[src/rtl/dshot_pkg.sv]
// Shared types, constants and the packet builder for the DShot frame scheduler.
package dshot_pkg;

  localparam int NUM_CHAN        = 4;
  localparam int PKT_BITS        = 16;
  localparam int TELEM_THRESHOLD = 48;

  typedef enum logic [1:0] {
    IDLE = 2'd0,
    LOAD = 2'd1,
    SEND = 2'd2,
    GAP  = 2'd3
  } state_e;

  // 11-bit throttle plus telemetry flag, followed by the 4-bit XOR checksum of the three nibbles.
  function automatic logic [15:0] dshot_packet(input logic [10:0] throttle);
    logic [11:0] data12;
    data12 = {throttle, (throttle >= 11'(TELEM_THRESHOLD))};
    return {data12, data12[11:8] ^ data12[7:4] ^ data12[3:0]};
  endfunction

endpackage

[src/rtl/dshot_bit_tx.sv]
// Shared DShot serializer: shifts a 16-bit packet out MSB first, one bit
// every BIT_CYCLES clocks, with a high time that encodes the bit value.
module dshot_bit_tx
  import dshot_pkg::*;
#(
  parameter int BIT_CYCLES   = 3,
  parameter int HIGH1_CYCLES = 2,
  parameter int HIGH0_CYCLES = 1
) (
  input  logic        clock,
  input  logic        reset,
  input  logic [15:0] packet,
  input  logic        start,
  output logic        line,
  output logic        done
);

  localparam int CW = (BIT_CYCLES > 1) ? $clog2(BIT_CYCLES) : 1;
  localparam int BW = $clog2(PKT_BITS);

  logic [15:0]   shreg_q, shreg_d;
  logic [CW-1:0] c_q, c_d;
  logic [BW-1:0] bit_q, bit_d;
  logic          sending_q, sending_d;
  logic          last_cyc;

  // Line level, end-of-packet flag and counter/shift-register advance.
  always_comb begin
    // NOTE: every signal gets a default before any branch so no latch is inferred.
    shreg_d   = shreg_q;
    c_d       = c_q;
    bit_d     = bit_q;
    sending_d = sending_q;

    last_cyc = sending_q && (c_q == CW'(BIT_CYCLES - 1));
    done     = last_cyc && (bit_q == BW'(PKT_BITS - 1));
    line     = sending_q && (shreg_q[15] ? (c_q < CW'(HIGH1_CYCLES))
                                         : (c_q < CW'(HIGH0_CYCLES)));

    if (start) begin
      shreg_d   = packet;
      c_d       = '0;
      bit_d     = '0;
      sending_d = 1'b1;
    end else if (sending_q) begin
      if (last_cyc) begin
        c_d   = '0;
        shreg_d = {shreg_q[14:0], 1'b0};
        bit_d = bit_q + 1'b1;
        if (done) sending_d = 1'b0;
      end else begin
        c_d = c_q + 1'b1;
      end
    end
  end

  // Serializer state registers.
  always_ff @(posedge clock or posedge reset) begin
    // NOTE: non-blocking assignments so every flop samples pre-edge values regardless of statement order.
    if (reset) begin
      shreg_q   <= '0;
      c_q       <= '0;
      bit_q     <= '0;
      sending_q <= 1'b0;
    end else begin
      shreg_q   <= shreg_d;
      c_q       <= c_d;
      bit_q     <= bit_d;
      sending_q <= sending_d;
    end
  end

endmodule

[src/rtl/dshot_frame_scheduler.sv]
// Four-channel DShot frame scheduler: throttle registers, per-frame snapshot,
// frame timer and sequencing FSM driving one shared serializer onto four lines.
module dshot_frame_scheduler
  import dshot_pkg::*;
#(
  parameter int BIT_CYCLES   = 3,
  parameter int HIGH1_CYCLES = 2,
  parameter int HIGH0_CYCLES = 1,
  parameter int GAP_CYCLES   = 2,
  parameter int FRAME_CYCLES = 256
) (
  input  logic        clock,
  input  logic        reset,
  input  logic        enable,
  input  logic        wr_en,
  input  logic [1:0]  wr_chan,
  input  logic [10:0] wr_throttle,
  output logic [3:0]  out,
  output logic        busy,
  output logic [1:0]  active_chan,
  output logic        frame_done,
  output logic        overrun
);

  localparam int TW = (FRAME_CYCLES > 1) ? $clog2(FRAME_CYCLES) : 1;
  localparam int GW = $clog2(GAP_CYCLES + 1);

  logic [10:0]   thr_q  [NUM_CHAN];
  logic [10:0]   thr_d  [NUM_CHAN];
  logic [10:0]   snap_q [NUM_CHAN];
  logic [10:0]   snap_d [NUM_CHAN];
  state_e        state_q, state_d;
  logic [1:0]    ch_q, ch_d;
  logic [TW-1:0] timer_q, timer_d;
  logic [GW-1:0] gap_q, gap_d;
  logic [3:0]    out_q, out_d;
  logic          frame_done_q, frame_done_d;
  logic          overrun_q, overrun_d;
  logic          tick;
  logic          tx_line, tx_done;
  logic [15:0]   tx_packet;

  assign tx_packet = dshot_packet(snap_q[ch_q]);

  dshot_bit_tx #(
    .BIT_CYCLES  (BIT_CYCLES),
    .HIGH1_CYCLES(HIGH1_CYCLES),
    .HIGH0_CYCLES(HIGH0_CYCLES)
  ) u_bit_tx (
    .clock (clock),
    .reset (reset),
    .packet(tx_packet),
    .start (state_q == LOAD),
    .line  (tx_line),
    .done  (tx_done)
  );

  // Register writes, frame timer, channel sequencing and output steering.
  always_comb begin
    tick    = enable && (timer_q == '0);
    timer_d = (!enable || timer_q == TW'(FRAME_CYCLES - 1)) ? '0 : timer_q + 1'b1;

    for (int i = 0; i < NUM_CHAN; i++) begin
      thr_d[i]  = (wr_en && wr_chan == 2'(i)) ? wr_throttle : thr_q[i];
      snap_d[i] = snap_q[i];
    end

    state_d      = state_q;
    ch_d         = ch_q;
    gap_d        = gap_q;
    frame_done_d = 1'b0;
    overrun_d    = tick && (state_q != IDLE);

    case (state_q)
      IDLE: begin
        if (tick) begin
          // Snapshot from thr_d so a write on the frame-start edge goes out this frame.
          for (int i = 0; i < NUM_CHAN; i++) snap_d[i] = thr_d[i];
          ch_d    = 2'd0;
          state_d = LOAD;
        end
      end
      LOAD: state_d = SEND;
      SEND: begin
        if (tx_done) begin
          gap_d   = '0;
          state_d = GAP;
        end
      end
      GAP: begin
        if (gap_q == GW'(GAP_CYCLES - 1)) begin
          if (ch_q == 2'd3) begin
            state_d      = IDLE;
            frame_done_d = 1'b1;
          end else begin
            ch_d    = ch_q + 1'b1;
            state_d = LOAD;
          end
        end else begin
          gap_d = gap_q + 1'b1;
        end
      end
      default: state_d = IDLE;
    endcase

    out_d = '0;
    if (tx_line) out_d[ch_q] = 1'b1;
  end

  // Scheduler state, throttle/snapshot registers and registered outputs.
  always_ff @(posedge clock or posedge reset) begin
    if (reset) begin
      state_q      <= IDLE;
      ch_q         <= '0;
      timer_q      <= '0;
      gap_q        <= '0;
      out_q        <= '0;
      frame_done_q <= 1'b0;
      overrun_q    <= 1'b0;
      // NOTE: these arrays are a handful of flops, not RAM, so clearing them on reset is cheap and required.
      for (int i = 0; i < NUM_CHAN; i++) begin
        thr_q[i]  <= '0;
        snap_q[i] <= '0;
      end
    end else begin
      state_q      <= state_d;
      ch_q         <= ch_d;
      timer_q      <= timer_d;
      gap_q        <= gap_d;
      out_q        <= out_d;
      frame_done_q <= frame_done_d;
      overrun_q    <= overrun_d;
      for (int i = 0; i < NUM_CHAN; i++) begin
        thr_q[i]  <= thr_d[i];
        snap_q[i] <= snap_d[i];
      end
    end
  end

  assign out         = out_q;
  assign busy        = (state_q != IDLE);
  assign active_chan = ch_q;
  assign frame_done  = frame_done_q;
  assign overrun     = overrun_q;

endmodule

[config.mk]
export PLATFORM = sky130hd
export DESIGN_NAME = dshot_frame_scheduler
export DESIGN_NICKNAME = d
export VERILOG_FILES = /design/src/rtl/dshot_pkg.sv /design/src/rtl/dshot_bit_tx.sv /design/src/rtl/dshot_frame_scheduler.sv
export SDC_FILE = /design/constraint.sdc
export NUM_CORES = 1
export LEC_CHECK = 0
export CAP_MARGIN = 20
export CORE_MARGIN = 2
export CORE_UTILIZATION = 40
export CTS_BUF_LIST = sky130_fd_sc_hd__clkbuf_2 sky130_fd_sc_hd__clkbuf_4 sky130_fd_sc_hd__clkbuf_8
export DETAILED_ROUTE_END_ITERATION = 7
export PLACE_DENSITY = 0.66
export REMOVE_ABC_BUFFERS = 1
export SKIP_CTS_REPAIR_TIMING = 1
export SLEW_MARGIN = 20
export SYNTH_ARGS = -nofsm -noshare
export SYNTH_HDL_FRONTEND = slang
export SYNTH_SLANG_ARGS = --single-unit
[constraint.sdc]
create_clock -name clock -period 6.1 [get_ports clock]
set_input_delay 1.22 -clock clock [delete_from_list [all_inputs] [get_ports clock]]
set_output_delay 1.22 -clock clock [all_outputs]
set_load 0.03 [all_outputs]
# --- After elaboration in Yosys (flattened, before gate mapping) ---
# Index checks and enable logic that the tools add are counted.
op_classes:
  n_bitwise: 3
  eq_ne: 16
  n_addsub: 5
  order_cmp: 6
  n_reduce_logical: 25
  mux: 40
op_table:
  columns: ["operator", "n"]
  rows:
  - ["2-to-1 mux 11 bit", 6]
  - ["2-to-1 mux 16 bit", 3]
  - ["binary-select mux 11 bit (select 2 bit)", 1]
  - ["2-to-1 mux 2 bit", 11]
  - ["2-to-1 mux 4 bit", 4]
  - ["equality test 2 bit, second input constant", 6]
  - ["greater-or-equal comparator 11 x 6 -> 1 bit, second input constant", 1]
  - ["logical AND 1 bit", 10]
  - ["2-to-1 mux 1 bit", 10]
  - ["!= test 2 bit, second input constant", 5]
  - ["nonzero test 2 bit", 5]
  - ["adder 8 x 1 -> 8 bit, second input constant", 1]
  - ["equality test 8 bit, second input constant", 1]
  - ["zero test 8 bit", 1]
  - ["2-to-1 mux 8 bit", 1]
  - ["case mux 2 bit (2 select lines)", 2]
  - ["case mux 2 bit (4 select lines)", 1]
  - ["bitwise XOR 4 bit", 2]
  - ["adder 2 x 1 -> 2 bit, second input constant", 3]
  - ["equality test 2 x 1 -> 1 bit, second input constant", 3]
  - ["AND reduction 3 bit", 2]
  - ["adder 4 x 1 -> 4 bit, second input constant", 1]
  - ["equality test 4 bit, second input constant", 1]
  - ["zero test 2 bit", 2]
  - ["11 further kinds", 12]
word_totals:
  output_inout_bits: 9
  register_bits: 131
  inputBits: 17
  wordCells: 114

# --- Longest topological paths before layout ---
# Gate-level depths: netlist (run 1).
logic_depth:
  depth_word: 7
  depth_mapped: 7
  depth_no_buf: 6

# --- Hierarchy ---
# A second synthesis (run 1) with hierarchy kept.
hier_totals:
  hier_cells: 437
  area_unflattened_um2: 5823.1
by_module_without_submodules:
  columns: ["module", "instances", "cells_per_inst", "area_per_inst_um2", "seq_area_each_um2"]
  rows:
  - ["dshot_frame_scheduler", 1, 316, 4710.8, 2702.6]
  - ["dshot_bit_tx", 1, 121, 1112.3, 575.6]

# --- Least setup slack after synthesis (run 1) ---
# Ideal clock, no wire load.
synth_timing:
  path_type: "in2reg"
  startpoint: "input port wr_chan[1]"
  endpoint: "register snap_q[33] (netlist bit)"
  setup_time_ns: 0.125
  slack_ns: 3.664
  required_ns: 5.975
  n_path_buf: 1
  stages: 4
  arrival_time_ns: 2.311
  path_cell_list: "nor3b_1 buf_2 mux2_2 mux2_4"
synth_rtl:
  columns: ["element", "line_no", "text"]
  rows:
  - ["start, declared", "dshot_frame_scheduler.sv:16", "input logic [1:0] wr_chan,"]
  - ["end signal, assigned by index", "dshot_frame_scheduler.sv:135", "snap_q[i] <= snap_d[i];"]
  - ["end, declared", "dshot_frame_scheduler.sv:30", "logic [10:0] snap_q [NUM_CHAN];"]

# --- Worst setup path in the final report (run 1) ---
layout_timing:
  startpoint: "register ch_q[1], in the netlist active_chan[1]"
  endpoint: "output port active_chan[1]"
layout_rtl:
  columns: ["element", "line_no", "text"]
  rows:
  - ["start, declared", "dshot_frame_scheduler.sv:33", "logic [1:0] ch_q, ch_d;"]
  - ["start signal, assigned", "dshot_frame_scheduler.sv:127", "ch_q <= ch_d;"]
  - ["end, declared", "dshot_frame_scheduler.sv:20", "output logic [1:0] active_chan,"]
# No word-level cell between the ends.

==> results of run 1 <==
==> cell usage after synthesis (all sizes together) <==
cell       n  area [sq um]
nor3b      1          7.51
dfrtp    131          3280
a31oi      1          6.26
o31ai      1          7.51
and3b      1          8.76
and3       3          20.0
mux4      11           252
ha        12           150
nor3       3          15.0
mux2i     17           170
a21oi      7          35.0
a22o       2          17.5
xnor2      9          78.8
mux2      88          1140
or2        2          12.5
a22oi      1          7.51
a21o       2          15.0
clkbuf     7          26.3
and2       8          50.1
a211oi     2          15.0
nand3b     3          22.5
nand2     25          93.8
xor2       7          61.3
a31o       1          8.76
buf       10           123
inv       14          52.6
nand3      5          25.0
nand4      3          18.8
a221o      1          10.0
o2111ai    1          8.76
o21ai     18          90.1
o221ai     1          8.76
nor4       2          12.5
nor2      18          67.6
o2bb2ai    1          8.76
==> power groups by stage <==
stage,sequential (W),clock (W),combinational [W]
finish,0.000939,0.000655,0.000120
global route,0.000944,0.000720,0.000135
CTS,0.000939,0.000675,0.000123
detailed placement,0.000956,0,0.000123
global placement,0.000954,0,0.000116
floorplan,0.000952,0,0.0000855
==> kinds of logic (layout without fill, tap and decap cells) <==
family / Yosys count / after routing / share of synthesized area [%]
and+or+nand+nor: 74 / 74 / 5.98
adders and majority gates: 12 / 12 / 2.53
DFF: 131 / 131 / 55.3
AOI/OAI and AO/OA: 39 / 39 / 4.03
muxes: 116 / 116 / 26.4
xor gates and xnor gates: 16 / 16 / 2.36
buffers and inverters: 31 / 74 / 3.40
==> worst paths after layout <==
path | start | to | slack [ns] | cells after the start
setup / recovery | active_chan[1] | active_chan[1] | 2.70 | 1
hold / removal | thr_q[21] | thr_q[21] | 0.49 | 1
setup reg to reg | u_bit_tx.c_q[0] | state_q[0] | 3.69 | 5
hold reg to reg | thr_q[21] | thr_q[21] | 0.49 | 1
max in group asynchronous | reset | thr_q[1] | 3.77 | 3
min in group asynchronous | reset | timer_q[4] | 1.34 | 2
==> state kept, by name, indices dropped and copies added, names as in the netlist <==
name / count
snap_q: 44
active_chan: 2
u_bit_tx.sending_q: 1
u_bit_tx.c_q: 2
u_bit_tx.bit_q: 4
overrun: 1
thr_q: 44
frame_done: 1
gap_q: 2
out: 4
u_bit_tx.shreg_q: 16
timer_q: 8
state_q: 2
==> stage by stage <==
step	setup WS, ns	utilization, %	cells	instance area (sq um)	hold WS [ns]
final	2.70	46.0	646	6660	0.491
after CTS	2.64	45.9	646	6650	0.495
after detailed placement	2.66	43.5	615	6290	0.481
after floorplan	1.38	-	402	5780	0.468
after global placement	2.71	43.5	615	6290	0.475
after global routing	2.62	46.0	646	6660	0.511
==> per-layer routing <==
layer  vias up  GRT usage [%]
met3        14           3.65
li1       1539              -
met1      1657           19.4
met5         -              0
met4         0           6.21
met2        44           21.7
==> final cells by class <==
| class | count | area, sq um |
|---|---|---|
| Timing Repair Buffer | 29 | 280 |
| Clock buffer | 20 | 263 |
| Clock inverter | 11 | 88.8 |
| Multi-Input combinational cell | 257 | 2460 |
| Tap cell | 184 | 230 |
| Inverter | 14 | 55.1 |
| Fill cell | 1299 | 7820 |
| Sequential cell | 131 | 3280 |
==> metrics.txt, run 1 <==
GRT overflow 0; fin crit share between 50% and 60%; gpl congestion about 0.75; register bit count reported by yosys between 100 and 150; Worst Tran Pin Value between 0.9 and 1 ns; Layout area overhead 12.3%; Critical Path Sink Type output port; Max-slew headroom between 30 and 40%; Top Layer Used met4; crit path kind reg2out; Inserted Diodes 0; worst-path cell chain clkdlybuf4s50_1; peak supply drop roughly 0.18 mV; Vert. Die Dim 126 microns; worst skew pair latency 0.44 ns; drt wl/cell roughly 16 microns; H-tree levels 4; global-route usage over all layers 14.2%; First DRT Iteration DRCs between 200 and 250; Min Clock Period, post-route about 3.4 ns; slowest CP cell dfrtp_1; vias after detailed routing 3254; M1 WL 4900 microns; total number of yosys warnings 0; largest net degree at the start of global routing 80; Max Clock Skew ~0.011 ns; die area 15800 sq um; Logic pwr share under 10%; Final Max Tran Viols 0; met3 wire len roughly 340 microns; most frequent cells in the layout dfrtp_1 (131), mux2_2 (48), mux2_4 (40), nand2_1 (25), clkdlybuf4s50_1 (25); CTS Buf Count 17; worst-case clock buffer depth 2; Top Ports 26; first-pass GRT wire length ~18000 microns; share of power burned in registers about 55%; setup_tns 0 ns; proportion of layout cells with a drive suffix above 1 30.3%; CTS tree done; Initial Utilization about two fifths; Pre-Repair DR Iteration Count 4; commonest non-fill, non-tap cell in the layout dfrtp_1; Seq/Total Area, Yosys roughly 55%; Routed met2 length just under 5000 microns; outcome finished clean; max-cap violations 0; mean area per synthesized cell about 14 sq um; Max Freq 294 MHz; Netlist cell types 42; CP startpoint kind flop; reported net switching power approximately 0.0004 W; internal power 0.00132 W; HP Class reg2reg; HPWL after DPL roughly 6700 microns; die width ~130 microns; Antenna Nets Post-Route 0; Leak Pwr between 3 and 4 nW; vias per cell just over 5; DRC violations left 0; setup violators final 0; clock share of power 38.2%; number of port buffers 25; # nets final 479; Synth Instances 419; endpoints failing hold 0; Core Region 14500 sq um; # rows 44; Crit path buffers/inverters 1; initial antenna violation count 0; Worst EP required 4.88 ns; delay-heaviest family, CP flip-flops; Cell Pwr Density 258 nW/um^2; critical path fanouts, max 17; CTS Root Cell clkbuf_8; Tot Pwr 0.00171 W; slowest stage delay, CP around 0.91 ns; post-synthesis instance area around 6000 sq um; vias in the first global route roughly 3400; switching part of the total between 20% and 30%; DRT Wirelength ~10000 microns; clock sink count 131; Worst-path clk slew about 0.07 ns; arrival time worst endpoint roughly 2.2 ns; RSZ-0062 raised after global routing no
Power figures use the tool's default switching activity.
==> inputs of run 2 (changes only) <==
--- a/config.mk
+++ b/config.mk
@@ -10,7 +10,7 @@
 export CORE_UTILIZATION = 40
 export CTS_BUF_LIST = sky130_fd_sc_hd__clkbuf_2 sky130_fd_sc_hd__clkbuf_4 sky130_fd_sc_hd__clkbuf_8
 export DETAILED_ROUTE_END_ITERATION = 7
-export PLACE_DENSITY = 0.66
+export PLACE_DENSITY = 0.68
 export REMOVE_ABC_BUFFERS = 1
 export SKIP_CTS_REPAIR_TIMING = 1
 export SLEW_MARGIN = 20
==> constraint.sdc (replaced) <==
create_clock -name clock -period 2.89 [get_ports clock]
set_input_delay 0.578 -clock clock [delete_from_list [all_inputs] [get_ports clock]]
set_output_delay 0.578 -clock clock [all_outputs]
set_load 0.03 [all_outputs]
==> metrics.txt, run 2 (synthesis gave the netlist of run 1 again) <==
gpl congestion 0.748 (was 0.752); Core Region 14500 sq um (unchanged); Max Clock Skew 0.0121 ns (was 0.0106 ns); largest net degree at the start of global routing 55 (was 80); Antenna Nets Post-Route 0 (unchanged); critical path fanouts, max 7 (was 17); first-pass GRT wire length 18100 microns (was 17500 microns); die area 15800 sq um (unchanged); setup violators final 0 (unchanged); Final Max Tran Viols 0 (unchanged); clock sink count 131 (unchanged); Fillers 1257 (was 1299); worst-path cell chain inv_1 -> ha_1 -> inv_1 -> clkdlybuf4s50_1 (was clkdlybuf4s50_1); DRT Wirelength 10800 microns (was 10300 microns); Inserted Diodes 0 (unchanged); placed insts 626 (was 615); commonest non-fill, non-tap cell in the layout dfrtp_1 (unchanged); outcome finished clean (unchanged); proportion of layout cells with a drive suffix above 1 31.9% (was 30.3%); initial antenna violation count 0 (unchanged); Regs by FF count snap_q: 44 flops, thr_q: 44 flops, u_bit_tx.shreg_q: 16 flops (unchanged); arrival time worst endpoint 1.99 ns (was 2.18 ns); hold_ws 0.498 ns (was 0.491 ns); First DRT Iteration DRCs 181 (was 211); CP startpoint kind flop (unchanged); max-cap violations 0 (unchanged); Layout area overhead 15.5% (was 12.3%); vias per cell 5.07 (was 5.04); endpoints failing hold 0 (unchanged); fin crit share between 80% and 90%; CTS tree done (unchanged); vias after detailed routing 3337 (was 3254); GRT met3 Usage 3.36% (was 3.65%); Cell Pwr Density 577 nW/um^2 (was 258 nW/um^2); number of port buffers 25 (unchanged); DRC violations left 0 (unchanged); H-tree levels 4 (unchanged); crit path kind reg2out (unchanged); Worst-path clk slew 0.08 ns (was 0.07 ns); HPWL after DPL 7300 microns (was 6660 microns); Vert. Die Dim 126 microns (unchanged); RSZ-0062 raised after global routing no (unchanged); Tot Pwr 0.00395 W (was 0.00171 W); post-route insts no fill 658 (was 646); Critical Path Sink Type output port (unchanged); delay-heaviest family, CP buffers and inverters (was flip-flops); register area 3280 sq um (unchanged); HP Class reg2reg (unchanged); Worst Tran Pin Value 0.614 ns (was 0.947 ns); Worst EP required 2.31 ns (was 4.88 ns); DP Area 6400 sq um (was 6290 sq um); GRT overflow 0 (unchanged); worst-case clock buffer depth 2 (unchanged); GRT met2 Usage 23.6% (was 21.7%); most frequent cells in the layout dfrtp_1 (131), mux2_2 (48), mux2_4 (40), nand2_1 (25), clkdlybuf4s50_1 (25) (unchanged); routing usage on met1 19.1% (was 19.4%); vias in the first global route 3556 (was 3397); CTS Root Cell clkbuf_8 (unchanged); area of the multi-input gates 2450 sq um (was 2460 sq um); # nets final 490 (was 479); slowest CP cell clkdlybuf4s50_1 (was dfrtp_1); global-route usage over all layers 14.7% (was 14.2%); Max Freq between 300 and 400 MHz; Min Clock Period, post-route 2.57 ns; Initial Utilization 40.9% (unchanged); drt wl/cell 16.4 microns (was 15.9 microns); Pre-Repair DR Iteration Count 4 (unchanged); Crit path buffers/inverters 3 (was 1); die width 126 microns (unchanged); Leak Pwr 3.19 nW (was 3.10 nW); busiest grt layer met2 (unchanged); Top Ports 26 (unchanged); CTS Buf Count 17 (unchanged); peak supply drop 0.377 mV (was 0.181 mV); Crit path top cell by count inv_1; final instance area 6840 sq um (was 6660 sq um); Max-slew headroom 59.0% (was 36.8%); slowest stage delay, CP 0.67 ns (was 0.91 ns); worst skew pair latency 0.44 ns (about the same); # rows 44 (unchanged)
run 2: changes by cell type in the layout (fill, tap and decap cells not counted), sizes merged:
cell / before / now
clkinv: 8 / 5
inv: 14 / 17
clkbuf: 20 / 17
clkinvlp: 2 / 3
bufinv: 1 / 4
buf: 4 / 15
run 2: routing by layer:
layer | share of wire, % | routed length, microns
met1 | 47 | 5090
met5 | 0 | 0
met3 | 3.3 | 356
met4 | 1.7 | 188
met2 | 48 | 5180
run 2: where the power goes:
part | internal (W) | switching (W) | total [W]
Combinational | 0.000134 | 0.000137 | 0.000271
Sequential | 0.00195 | 0.0000324 | 0.00198
Clock | 0.000947 | 0.000746 | 0.00169
Total | 0.00303 | 0.000915 | 0.00395
run 2: worst reg2reg max path, cell delays in order (launching register included):
cell and delay (ns):
dfrtp_1 0.74, buf_4 0.27, mux4_2 0.56, nor2_1 0.16
a31oi_1 0.12, xnor2_1 0.18, mux2i_1 0.10
run 2: stage by stage:
stage               TNS, ns  utilization, %  setup WS, ns
floorplan           -158.55               -         -1.19
global placement          0            44.2         0.483
detailed placement        0            44.2         0.431
CTS                       0            47.3         0.260
global route              0            47.3         0.215
finish                    0            47.3         0.319
run 2: worst paths after layout:
check                      depth (start not counted)  slack [ns]           start                  end
hold reg to reg                                    1        0.50       thr_q[10]            thr_q[10]
hold / removal                                     1        0.50       thr_q[10]            thr_q[10]
setup / recovery                                   4        0.32      state_q[1]                 busy
max in group asynchronous                          3        1.66           reset            thr_q[36]
setup reg to reg                                   6        0.63  active_chan[0]  u_bit_tx.shreg_q[0]
min in group asynchronous                          2        0.56           reset           timer_q[5]
run 2: cell type report:
cell class                 instances  area share (%)
sequential                       131            47.9
multi-input combinational        257            35.8
timing repair buffer              40            5.67
clock buffer                      17            3.42
tap                              184            3.37
clock inverter                    15            3.00
inverter                          14           0.805
